**src/rtl/serial_add_ctrl.sv**
```systemverilog
// serial_add_ctrl: bit-serial add/subtract engine with a start/busy/done handshake.
// Sequences a 1-bit full-adder cell (fa2) over WIDTH-bit operands, LSB first.
// Optional build macro SERIAL_ADD_DIGIT2_EN: two chained cells retire two bits per cycle
// (WIDTH must then be even and >= 4).

// 1-bit full-adder cell
module fa2 (
    input  logic i_a,
    input  logic i_b,
    input  logic i_ci,
    output logic o_s,
    output logic o_co
);
    assign o_s  = i_a ^ i_b ^ i_ci;
    assign o_co = (i_a & i_b) | (i_ci & (i_a ^ i_b));
endmodule

module serial_add_ctrl #(
    parameter int WIDTH = 32
) (
    input  logic             clk,
    input  logic             reset_n,
    input  logic             start,
    input  logic             op_sub,
    input  logic [WIDTH-1:0] a,
    input  logic [WIDTH-1:0] b,
    output logic             busy,
    output logic             done,
    output logic [WIDTH-1:0] result,
    output logic             cout,
    output logic             overflow
);
    localparam int unsigned CNT_W = $clog2(WIDTH) + 1;
`ifdef SERIAL_ADD_DIGIT2_EN
    localparam logic [CNT_W-1:0] LAST_CNT = CNT_W'(WIDTH / 2 - 1);
`else
    localparam logic [CNT_W-1:0] LAST_CNT = CNT_W'(WIDTH - 1);
`endif

    typedef enum logic [1:0] {
        S_IDLE = 2'd0,
        S_RUN  = 2'd1,
        S_DONE = 2'd2
    } state_t;

    state_t             r_state;
    logic [WIDTH-1:0]   r_sa;
    logic [WIDTH-1:0]   r_sb;
    logic               r_carry;
    logic [CNT_W-1:0]   r_cnt;
    logic [WIDTH-1:0]   r_result;
    logic               r_busy;
    logic               r_done;
    logic               r_cout;
    logic               r_ovf;

    logic               w_s0;
    logic               w_c0;
    logic [WIDTH-1:0]   w_result_next;
    logic [WIDTH-1:0]   w_sa_next;
    logic [WIDTH-1:0]   w_sb_next;
    logic               w_carry_next;
    logic               w_ovf_step;

    // Low-order cell: always consumes the current LSB of each operand
    fa2 u_fa0 (
        .i_a  (r_sa[0]),
        .i_b  (r_sb[0]),
        .i_ci (r_carry),
        .o_s  (w_s0),
        .o_co (w_c0)
    );

`ifdef SERIAL_ADD_DIGIT2_EN
    logic w_s1;
    logic w_c1;

    // High-order cell chained on the low cell's carry
    fa2 u_fa1 (
        .i_a  (r_sa[1]),
        .i_b  (r_sb[1]),
        .i_ci (w_c0),
        .o_s  (w_s1),
        .o_co (w_c1)
    );

    assign w_result_next = {w_s1, w_s0, r_result[WIDTH-1:2]};
    assign w_sa_next     = {2'b00, r_sa[WIDTH-1:2]};
    assign w_sb_next     = {2'b00, r_sb[WIDTH-1:2]};
    assign w_carry_next  = w_c1;
    // On the final step w_c0 is the carry into the MSB
    assign w_ovf_step    = w_c0 ^ w_c1;
`else
    assign w_result_next = {w_s0, r_result[WIDTH-1:1]};
    assign w_sa_next     = {1'b0, r_sa[WIDTH-1:1]};
    assign w_sb_next     = {1'b0, r_sb[WIDTH-1:1]};
    assign w_carry_next  = w_c0;
    // On the final step r_carry is the carry into the MSB
    assign w_ovf_step    = r_carry ^ w_c0;
`endif

    // Control FSM, datapath shift registers and registered handshake outputs
    always_ff @(posedge clk or negedge reset_n) begin
        if (!reset_n) begin
            r_state  <= S_IDLE;
            r_sa     <= '0;
            r_sb     <= '0;
            r_carry  <= 1'b0;
            r_cnt    <= '0;
            r_result <= '0;
            r_busy   <= 1'b0;
            r_done   <= 1'b0;
            r_cout   <= 1'b0;
            r_ovf    <= 1'b0;
        end else begin
            r_done <= 1'b0;
            case (r_state)
                S_IDLE: begin
                    if (start) begin
                        r_sa     <= a;
                        r_sb     <= op_sub ? ~b : b;
                        r_carry  <= op_sub;
                        r_cnt    <= '0;
                        r_result <= '0;
                        r_busy   <= 1'b1;
                        r_state  <= S_RUN;
                    end
                end
                S_RUN: begin
                    r_result <= w_result_next;
                    r_sa     <= w_sa_next;
                    r_sb     <= w_sb_next;
                    r_carry  <= w_carry_next;
                    r_cnt    <= r_cnt + CNT_W'(1);
                    if (r_cnt == LAST_CNT) begin
                        r_cout  <= w_carry_next;
                        r_ovf   <= w_ovf_step;
                        r_done  <= 1'b1;
                        r_state <= S_DONE;
                    end
                end
                S_DONE: begin
                    r_busy  <= 1'b0;
                    r_state <= S_IDLE;
                end
                default: begin
                    r_busy  <= 1'b0;
                    r_state <= S_IDLE;
                end
            endcase
        end
    end

    assign busy     = r_busy;
    assign done     = r_done;
    assign result   = r_result;
    assign cout     = r_cout;
    assign overflow = r_ovf;

endmodule

```
**config.mk**
```make
export PLATFORM = sky130hd
export DESIGN_NAME = serial_add_ctrl
export DESIGN_NICKNAME = d
export VERILOG_FILES = /design/src/rtl/serial_add_ctrl.sv
export SDC_FILE = /design/constraint.sdc
export NUM_CORES = 1
export LEC_CHECK = 0
export CAP_MARGIN = 10
export CORE_UTILIZATION = 60
export CTS_BUF_LIST = sky130_fd_sc_hd__clkbuf_8
export CTS_CLUSTER_DIAMETER = 200
export DETAILED_ROUTE_END_ITERATION = 8
export DONT_BUFFER_PORTS = 1
export PLACE_DENSITY = 0.76
export SLEW_MARGIN = 10
export SYNTH_ARGS = -nofsm -noshare
export SYNTH_HDL_FRONTEND = slang
export SYNTH_SLANG_ARGS = --single-unit
```
**constraint.sdc**
```tcl
create_clock -name clk -period 4.1 [get_ports clk]
set_clock_uncertainty 0.2 [all_clocks]
set_input_delay 0.82 -clock clk [delete_from_list [all_inputs] [get_ports clk]]
set_output_delay 0.82 -clock clk [all_outputs]
set_load 0.005 [all_outputs]
```
# Word-level counts from Yosys, hierarchy flattened

Index checks and enable logic that the tools add are counted.

Register bits after elaboration: 109
Output and inout bits: 36

Muxes and demuxes: 18
Reductions and logical operators: 6
Add/sub/neg operators: 1
Eq/ne operators: 4
Bitwise gates (word level): 8

Operators with widths:

| cell                | count |
|---|---|
| $pmux 32 s2         | 3 |
| $mux 32             | 4 |
| $not 32->32         | 1 |
| $pmux 6 s2          | 1 |
| $reduce_and 2->1    | 4 |
| $add 6x1->6 const B | 1 |
| $eq 6x5->1 const B  | 1 |
| $mux 6              | 1 |
| $mux 1              | 4 |
| $mux 2              | 2 |
| $ne 2x2->1 const B  | 2 |
| $pmux 1 s2          | 2 |
| $pmux 2 s2          | 1 |
| $xor 1x1->1         | 3 |
| $and 1x1->1         | 2 |
| $eq 2x1->1 const B  | 1 |
| $logic_not 2->1     | 1 |
| $reduce_bool 2->1   | 1 |
| $not 1->1           | 1 |
| $or 1x1->1          | 1 |

# Logic depth before layout (Yosys ltp)

Depth in word-level cells: 4
Mapped depth: 6
Depth with buffers taken out: 5

# Cells and area by module

Synthesis repeated with hierarchy kept, for this count alone.

Cell total of the unflattened synthesis: 476
Area total of the unflattened synthesis: 5127.4 um^2

Modules (own cells, without submodules):

| module          | instances | seq. area each (um^2) | cells each | area an instance (um^2) |
|---|---|---|---|---|
| serial_add_ctrl | 1         | 2727.6                | 475        | 5107.4 |
| fa2             | 1         | 0.0                   | 1          | 20.0 |

# Least setup slack after synthesis

No wires, ideal clock.

Path kind: input to register
From: input op_sub
To: register r_carry
Setup time: 124 ps
Data required time: 3776 ps
Stages: 4
Slack: 2181 ps
Path buffers: 1
Arrival: 1595 ps
Path through: clkbuf_1 > or3b_2 > a21oi_1 > a21oi_1

Longest elaborated chain between the ends: 2

Ends and longest elaborated chain:

| element              | RTL line | RTL |
|---|---|---|
| from (decl)          | 24       | `input logic op_sub,` |
| $mux 1               | 119      | `if (start) begin` |
| $pmux 1 s2           | 117      | `case (r_state)` |
| to (signal assigned) | 122      | `r_carry <= op_sub;` |
| to (signal assigned) | 133      | `r_carry <= w_carry_next;` |
| to (decl)            | 49       | `logic r_carry;` |

Every way passes these cells. The select of a mux whose other input is x is not followed.
A chain may end at the register's enable or synchronous reset.

# Worst setup path in the final report

From: register r_state[0]
To: register r_sa[17]

Longest elaborated chain between the ends: 3
Elaborated cells on any way between the ends: 6

Ends and longest elaborated chain:

| element                                                          | RTL line | RTL |
|---|---|---|
| from (decl)                                                      | 46       | `state_t r_state;` |
| from (signal assigned)                                           | 105      | `r_state <= S_IDLE;` |
| from (signal assigned)                                           | 126      | `r_state <= S_RUN;` |
| from (signal assigned)                                           | 139      | `r_state <= S_DONE;` |
| $eq 2x1->1 or $logic_not 2->1 (tied branches)                    | 117      |  |
| $reduce_bool 2->1 (no source line) or $ne 2x2->1 (tied branches) | n/a      |  |
| $reduce_and 2->1 (no source line)                                | n/a      |  |
| to (signal assigned)                                             | 131      | `r_sa <= w_sa_next;` |
| to (decl)                                                        | 47       | `logic [WIDTH-1:0] r_sa;` |

Parallel ways exist; a longest one is shown, timed or not.

==> impl_metrics.yaml <==
cells_and_area:
  antennaDiodeCount: 0
  mostFrequentLayoutCell: "dfrtp_1"
  layout-drive-gt1-share_pct: 9.61
  multi_input_area_sq_um: 2200
  mostFrequentLayoutCells: "dfrtp_1 (107), nand2_1 (65), a21oi_1 (35), o21ai_0 (35), a22oi_1 (34)"
  nets: 523
  design_area_sq_um: 5360
  area_growth_pct: 4.41
  seqCellArea_sq_um: 2730
  fillers: 678
setup_path:
  arrival_ns: 2.85
  timing.rr.start: "r_state[0]"
  r2r_slack_ns: 1.32
  reg2reg_to: "r_sa[17]"
  worst-path-max-fanout: 65
  startpoint_type: "register"
  r2r_cells: 4
  worstPathRequired_ns: 4.17
  path_class: "register to register"
  end_kind: "register"
drt:
  drt_iter0_drc: 267
  wirelength_microns: 10200
  post-route-drc-count: 0
  vias: 3545
  vias_per_cell: 6.30
  ant_nets: 0
  wire_per_inst_microns: 18.1
  firstDrtPassIters: 5
timing:
  period_needed_ns: 2.78
  tightest_slew_ns: 1.05
  rsz0062_at_grt: "no"
  hold_violations: 0
  slew_headroom_pct: 29.9
  tns_ns: 0
  slew_violations: 0
  period_share_pct: 67.8
  setup_violations: 0
  timing.fmax_ghz: 0.360
logic_synthesis:
  synth.area.top_cells: "dfrtp_1 (53%), xnor2_1 (5.6%), a22o_1 (5.5%), a22oi_1 (5.0%), nand2_1 (4.7%)"
  synth_area_per_cell_sq_um: 10.7
  yosysSeqAreaShare_pct: 53.1
  yosysTopAreaCell: "dfrtp_1"
  synth_area_sq_um: 5140
  yosysWarnings: 0
  synth_nets: 549
  ys_ff_latch: 109
  synth_top_area_share_pct: 53.1
  synthDistinctLibCells: 35
  postSynthCellCount: 479
clock_tree:
  worstSkewPairLatency_ns: 0.37
  cts_root_buf: "clkbuf_8"
  cts-buffers-inserted: 9
  cts_num_sinks: 109
  htree_levels: 3
  cts_hold_buf: 1
  cts_resized: 0
  clockBufferDepth: 2
  cts_setup_buffers: 0
  cts_tree: "built"
  clkTransAtPathRegs_ns: 0.12
die:
  die_y_microns: 94.5
  ios: 104
  die_x_microns: 94.5
  die-area_sq_um: 8940
  core_area_sq_um: 8260
  start_util_pct: 62.2
  num_rows: 33
grt:
  busiest_layer: "met2"
  grt_remaining_overflow: 0
  grt_max_degree: 110
  use_met2_pct: 35.9
  use_met1_pct: 34.0
  first_global_vias: 3269
  antenna_found_initial: 0
  grt_pass1_wl_microns: 16500
  grt_use_total_pct: 23.7
  grtUsageMet3_pct: 5.39
outcome:
  status: "finished clean"
pwr:
  vdd_drop_max_uv: 254
  p_per_area_nw_per_um2: 535
  p_leak_uw: 0.00226
placed_design:
  gp_congestion: 0.746
  numPortBuffers: 0
  hpwl_microns: 6470
  dpl-instance-area_sq_um: 5120
run:
  maxCapViolations: 0
worst_hold_path:
  hold_path_class: "input port to asynchronous set/reset pin"
## sequential cells by signal, indices dropped and copies added, names as in the netlist, 2 cells and up
name     flops
r_cnt        6
r_sa        32
r_state      2
result      32
r_sb        32
## final cells by class
class	count	share of cell area (%)
timing repair buffer	6	1.21
multi-input combinational	320	41.0
tap	105	2.45
inverter	7	0.490
clock inverter	7	1.66
sequential	109	50.9
clock buffer	9	2.31
## cells in the mapped netlist, drive strengths merged
master and number:
xnor2 33, mux2i 3, o311ai 1, clkbuf 18, o41ai 1, o21ai 37
or3b 2, nand2 65, nor2 2, nand2b 1, a2bb2oi 1, inv 7
a221o 1, o211ai 3, o21bai 1, ha 1, nor4 2, a21oi 35
o221ai 27, nor2b 31, and2b 1, dfrtp 109, mux2 1, buf 25
a22o 32, nand3 1, a22oi 34, fa 1, nand4 2, nor3 1
## critical path: stages (launching register included)
cell	delay (ns)
dfrtp_2	1.08
nor2b_4	0.62
buf_4	0.52
a22oi_1	0.11
o21ai_0	0.13
## metrics by stage
stage	utilization (%)	total power, uW	cells	hold slack, ns	worst slack (ns)
after floorplan	-	2080	479	0.246	2.18
after global placement	62.0	2170	546	0.259	1.40
after detailed placement	62.0	2210	546	0.275	1.34
after CTS	64.9	2900	563	0.187	1.33
after global routing	65.0	3060	563	0.190	1.09
final	65.0	2870	563	0.175	1.32
## routing by layer
metal,vias up,share of wire (%)
li1,1671,-
met1,1749,45
met2,116,47
met3,9,6.8
met4,0,0.92
met5,-,0
## power by group
group	internal [uW]	switching, uW
Sequential	1360	247
Combinational	321	281
Clock	250	411
## how the worst max path moves through the flow
| stage | endpoint | slack [ns] | startpoint |
|---|---|---|---|
| 6_report | r_sa[17] | 1.32 | r_state[0] |
| 5_1_grt | r_sa[22] | 1.09 | r_state[0] |
| 4_1_cts | r_sa[17] | 1.33 | r_state[0] |
| 3_5_place_dp | r_sa[17] | 1.34 | r_state[0] |
| 3_3_place_gp | r_sa[24] | 1.40 | r_state[0] |
| 2_1_floorplan | r_carry | 2.18 | op_sub |
## cell families after synthesis
logic type	count (synthesis)	synth area share [%]
and+or+nand+nor	108	10.3
buffers and inverters	50	4.63
xor gates and xnor gates	33	5.63
DFF	109	53.1
muxes	4	0.804
AOI/OAI and AO/OA	173	25.0
adders and majority gates	2	0.633
No activity file was read; power rests on OpenSTA's default activity.
